==> config.mk <==
export PLATFORM = sky130hd
export DESIGN_NAME = jiajian_arb
export DESIGN_NICKNAME = d
export VERILOG_FILES = /design/src/rtl/jiajian_arb.sv
export SDC_FILE = /design/constraint.sdc
export NUM_CORES = 1
export LEC_CHECK = 0
export ABC_AREA = 1
export CAP_MARGIN = 20
export CORE_ASPECT_RATIO = 0.75
export CORE_MARGIN = 10
export CORE_UTILIZATION = 44
export CTS_BUF_LIST = sky130_fd_sc_hd__clkbuf_8
export DETAILED_ROUTE_END_ITERATION = 10
export GPL_TIMING_DRIVEN = 0
export PLACE_DENSITY = 0.8
export SYNTH_ARGS = -nofsm -noshare
export SYNTH_HDL_FRONTEND = slang
export SYNTH_SLANG_ARGS = --single-unit
==> constraint.sdc <==
create_clock -name clk -period 1.93 [get_ports clk]
set_input_delay 0.386 -clock clk [delete_from_list [all_inputs] [get_ports clk]]
set_output_delay 0.386 -clock clk [all_outputs]
set_load 0.01 [all_outputs]
==> src/rtl/jiajian_arb.sv <==
// Two-requester round-robin front end for one shared registered W-bit add/subtract unit.
// Sequencer walks IDLE -> EXEC -> DONE, so one operation completes every three cycles at best.
module jiajian_arb #(
   parameter int W = 6
) (
   input  logic         clk,
   input  logic         rst,
   input  logic         req0,
   input  logic [W-1:0] a0,
   input  logic [W-1:0] b0,
   input  logic [1:0]   sl0,
   input  logic         req1,
   input  logic [W-1:0] a1,
   input  logic [W-1:0] b1,
   input  logic [1:0]   sl1,
   output logic         gnt0,
   output logic         gnt1,
   output logic         done0,
   output logic         done1,
   output logic [W:0]   c,
   output logic         err,
   output logic         busy
);

   typedef enum logic [1:0] {
      IDLE = 2'b00,
      EXEC = 2'b01,
      DONE = 2'b10
   } state_t;

   state_t       state_q, state_d;
   logic         last_q, last_d;
   logic         id_q, id_d;
   logic [W-1:0] a_q, a_d;
   logic [W-1:0] b_q, b_d;
   logic [1:0]   sl_q, sl_d;
   logic [W:0]   c_q, c_d;
   logic         err_q, err_d;
   logic         gnt0_q, gnt0_d;
   logic         gnt1_q, gnt1_d;
   logic         done0_q, done0_d;
   logic         done1_q, done1_d;
   logic         busy_q, busy_d;
   logic         gid_s;
   logic [W+1:0] res_s;

   // Result packed as {err, c}; illegal op codes yield a zero result with err set.
   function automatic logic [W+1:0] alu_f(input logic [W-1:0] a,
                                         input logic [W-1:0] b,
                                         input logic [1:0]   sl);
      logic [W+1:0] r;
      r = {(W+2){1'b0}};
      case (sl)
         2'b00:   r = {1'b0, {1'b0, a} + {1'b0, b}};
         2'b11:   r = {1'b0, {1'b0, a} - {1'b0, b}};
         default: r = {1'b1, {(W+1){1'b0}}};
      endcase
      return r;
   endfunction

   // Next-state, arbitration and registered-output computation.
   always_comb begin
      state_d = state_q;
      last_d  = last_q;
      id_d    = id_q;
      a_d     = a_q;
      b_d     = b_q;
      sl_d    = sl_q;
      c_d     = c_q;
      err_d   = err_q;
      gnt0_d  = 1'b0;
      gnt1_d  = 1'b0;
      done0_d = 1'b0;
      done1_d = 1'b0;
      gid_s   = 1'b0;
      res_s   = {(W+2){1'b0}};
      case (state_q)
         IDLE: begin
            if (req0 || req1) begin
               // Under contention the requester that did not win last time goes first.
               if (req0 && req1) begin
                  gid_s  = ~last_q;
                  last_d = ~last_q;
               end else begin
                  gid_s  = req1;
               end
               state_d = EXEC;
               id_d    = gid_s;
               a_d     = gid_s ? a1 : a0;
               b_d     = gid_s ? b1 : b0;
               sl_d    = gid_s ? sl1 : sl0;
               gnt0_d  = ~gid_s;
               gnt1_d  = gid_s;
            end else begin
               state_d = IDLE;
            end
         end
         EXEC: begin
            res_s   = alu_f(a_q, b_q, sl_q);
            c_d     = res_s[W:0];
            err_d   = res_s[W+1];
            done0_d = ~id_q;
            done1_d = id_q;
            state_d = DONE;
         end
         DONE: begin
            state_d = IDLE;
         end
         default: begin
            state_d = IDLE;
         end
      endcase
      busy_d = (state_d != IDLE);
   end

   // State and output registers; reset discards any in-flight operation.
   always_ff @(posedge clk) begin
      if (rst) begin
         state_q <= IDLE;
         last_q  <= 1'b1;
         id_q    <= 1'b0;
         a_q     <= {W{1'b0}};
         b_q     <= {W{1'b0}};
         sl_q    <= 2'b00;
         c_q     <= {(W+1){1'b0}};
         err_q   <= 1'b0;
         gnt0_q  <= 1'b0;
         gnt1_q  <= 1'b0;
         done0_q <= 1'b0;
         done1_q <= 1'b0;
         busy_q  <= 1'b0;
      end else begin
         state_q <= state_d;
         last_q  <= last_d;
         id_q    <= id_d;
         a_q     <= a_d;
         b_q     <= b_d;
         sl_q    <= sl_d;
         c_q     <= c_d;
         err_q   <= err_d;
         gnt0_q  <= gnt0_d;
         gnt1_q  <= gnt1_d;
         done0_q <= done0_d;
         done1_q <= done1_d;
         busy_q  <= busy_d;
      end
   end

   assign gnt0  = gnt0_q;
   assign gnt1  = gnt1_q;
   assign done0 = done0_q;
   assign done1 = done1_q;
   assign c     = c_q;
   assign err   = err_q;
   assign busy  = busy_q;

endmodule
==> reports/metrics.yaml <==
cts_made_buffers: 5
rows: 18
start_util_pct: 47.2
rsz0062_at_grt: "true"
slew_headroom_pct: 79.3
status: "finished, violations left"
fin_util_pct: 69.9
setup_viol: 2
power_density_mw_per_mm2: 897
netlist.area_leader.share_pct: 38.7
fin_nets: 308
maxCapViolations: 0
io_buffers: 43
multi_input_area_sq_um: 948
fin_crit_sh_pct: 102
grt_use_total_pct: 12.8
worst_pin_slew_ns: 0.309
synth.distinct_cells: 29
holdPathEnd: "c[5]"
grt_max_degree: 11
hold_violations: 0
antenna_left: 0
crit-reg2reg-launch: "b_q[1]"
synth_area_leaders: "dfxtp_1, nand2_1, ha_1"
dpl_worst_slack_ns: -0.206
ys_warn_count: 0
clk_pin_slew_ns: 0.06
netlist_area_sq_mm: 0.00161
hold_path_class: "input pin to flip-flop"
required_ns: 2.15
worstHoldStart: "rst"
cts_tree: "yes"
first_pass_iters: 4
yosysSeqAreaShare_pct: 38.7
h-tree-depth: 2
max_freq_mhz: 508
r2r_slack_ns: -0.04
drive_gt1_share_pct: 23.1
syn_to_final_growth_pct: 48.0
root_buffer: "clkbuf_8"
crit_path_end_kind: "flip-flop"
placed_area_sq_mm: 0.00210
place_congestion: 0.885
drt-total-wl_um: 4060
synth-seq-cells: 31
ys_async_sr_fraction_pct: 0
period_needed_ns: 1.97
drv_slew: 0
synthTopCellsByCount: "nand2_1, dfxtp_1, inv_1"
finClkSkew_ns: 0.00646
grt_first_pass_wirelength_um: 6810
drt_iter0_markers: 66
violations: "negative setup slack"
postSynthCellCount: 210
die_h_um: 72.3
path_cells: "inv_4 -> ha_4 -> inv_4 -> nor2_4 -> a21oi_2 -> xor2_1 -> inv_1 -> ha_4 -> nand2_2 -> nor2_2 -> nand2_1 -> nand4_1 -> nand3_2 -> a21oi_2"
worstReg2RegEnd: "c[5]"
cp_max_fo: 4
startpoint_type: "flip-flop"
cp_slowest_stage_delay_ns: 0.37
area.sequential_sq_um: 626
slowest_stage: "dfxtp_4"
yosys.area.top_type: "dfxtp_1"
syn_area_per_cell_sq_um: 7.64
grt_overflow: 0
insertion_delay_ns: 0.29
critPathArrivalTime_ns: 2.19
clk_path_buf_depth: 2
post_drt_wl_per_cell_um: 12.8
timing.final.ws_setup_ns: -0.0368
fin_area_sq_mm: 0.00238
core_area_sq_mm: 0.00340
synth_top_flop_cell: "dfxtp_1"
ir_worst_vdd_mv: 0.491
dpl.hpwl_um: 3040
yosysMostFrequentCell: "nand2_1"
num_vias: 1513
synth_nets: 251
die_width_um: 89.7
diodes: 0
route.detailed.drc: 0
totalNegativeSetupSlack_ns: -0.0460
crit_type: "flip-flop to flip-flop"
antenna_found_initial: 0
avgViaCountPerCell: 4.76
p_leak_nw: 0.994
die_area_sq_mm: 0.00649
synth_edf_count: 0
fillers: 269
grt_pass1_vias: 1540
holdPathStages: 2
clkSinkCount: 31
rr_worst_depth: 14
ios: 45
per-stage QoR:
stage | std cells | hold slack [ns] | power, mW
2_1_floorplan | 210 | 0.392 | 1.18
3_3_place_gp | 303 | 0.404 | 1.37
3_5_place_dp | 303 | 0.419 | 1.39
4_1_cts | 315 | 0.402 | 2.04
5_1_grt | 318 | 0.414 | 2.28
6_report | 318 | 0.409 | 2.13
layout by cell type, fill, tap and decap left out, types with 2 or more instances in the layout:
| cell | instances |
|---|---|
| inv_4 | 5 |
| buf_4 | 7 |
| or2_1 | 2 |
| o21ai_0 | 5 |
| o211ai_1 | 7 |
| nand2_4 | 3 |
| o21ai_1 | 3 |
| ha_1 | 4 |
| nor2_2 | 4 |
| nor2_4 | 4 |
| nor2_1 | 9 |
| inv_2 | 6 |
| ha_4 | 3 |
| dfxtp_1 | 29 |
| inv_1 | 20 |
| a21oi_2 | 4 |
| clkbuf_8 | 7 |
| nor3_2 | 3 |
| nand2_2 | 6 |
| nand3_1 | 19 |
| clkdlybuf4s50_1 | 43 |
| xor2_1 | 3 |
| a21oi_1 | 6 |
| nand2_1 | 49 |
| nand3b_1 | 2 |
logic make-up (layout without fill, tap and decap cells):
family / count (synthesis) / count (layout) / share of synthesized area [%]
AOI/OAI and AO/OA: 28 / 28 / 11.5
xor gates and xnor gates: 4 / 4 / 2.18
adders and majority gates: 9 / 9 / 7.48
buffers and inverters: 33 / 91 / 9.43
DFF: 31 / 31 / 38.7
and+or+nand+nor: 105 / 105 / 30.7
critical path, delay by kind of cell, from the launching register on:
family / cells / cell delay (ns)
xor gates and xnor gates: 1 / 0.16
and+or+nand+nor: 6 / 0.46
adders and majority gates: 2 / 0.47
AOI/OAI and AO/OA: 2 / 0.25
DFF: 1 / 0.37
buffers and inverters: 3 / 0.19
state kept, by name (all words and copies together), names as in the netlist:
name	count
c	7
a_q	6
b_q	6
sl_q	2
state_q	2
busy	1
done0	1
done1	1
err	1
gnt0	1
gnt1	1
id_q	1
last_q	1
what timing repair did:
item                                    4_1_cts  5_1_grt
hold buffers                                  0        0
pin swaps                                     9        9
resized for setup                            19       19
setup buffers                                 4        3
endpoints found under the setup margin        4        5
worst max path at each step:
stage / to / start / cells after the start / slack, ns
after global routing: c[5] / b_q[1] / 14 / -0.19
after detailed placement: c[6] / b_q[0] / 14 / -0.21
after floorplan: c[6] / b_q[0] / 16 / 0.01
final: c[5] / b_q[1] / 14 / -0.04
after CTS: c[6] / b_q[0] / 16 / 0.0009
after global placement: c[6] / b_q[0] / 14 / -0.17
cell type report:
cell class              instances  share of cell area [%]
repair buffers                 50                    20.3
clock inverters                 1                   0.158
multi-input cells             146                    39.9
flip-flops and latches         31                    26.3
plain buffers                   3                    1.32
well taps                      50                    2.63
inverters                      30                    5.27
clock buffers                   7                    4.05
where the power goes:
group	switching, mW	total [mW]	internal (mW)
Sequential	0.0422	0.748	0.705
Clock	0.232	0.551	0.319
Combinational	0.439	0.833	0.394
routing by layer:
metal	global-route usage (%)	vias up	routed length, um
li1	-	791	-
met4	4.83	0	71
met5	0	-	0
met1	14.2	675	1910
met2	20.7	36	1770
met3	6.78	11	313
(Power assumes the default switching activity.)
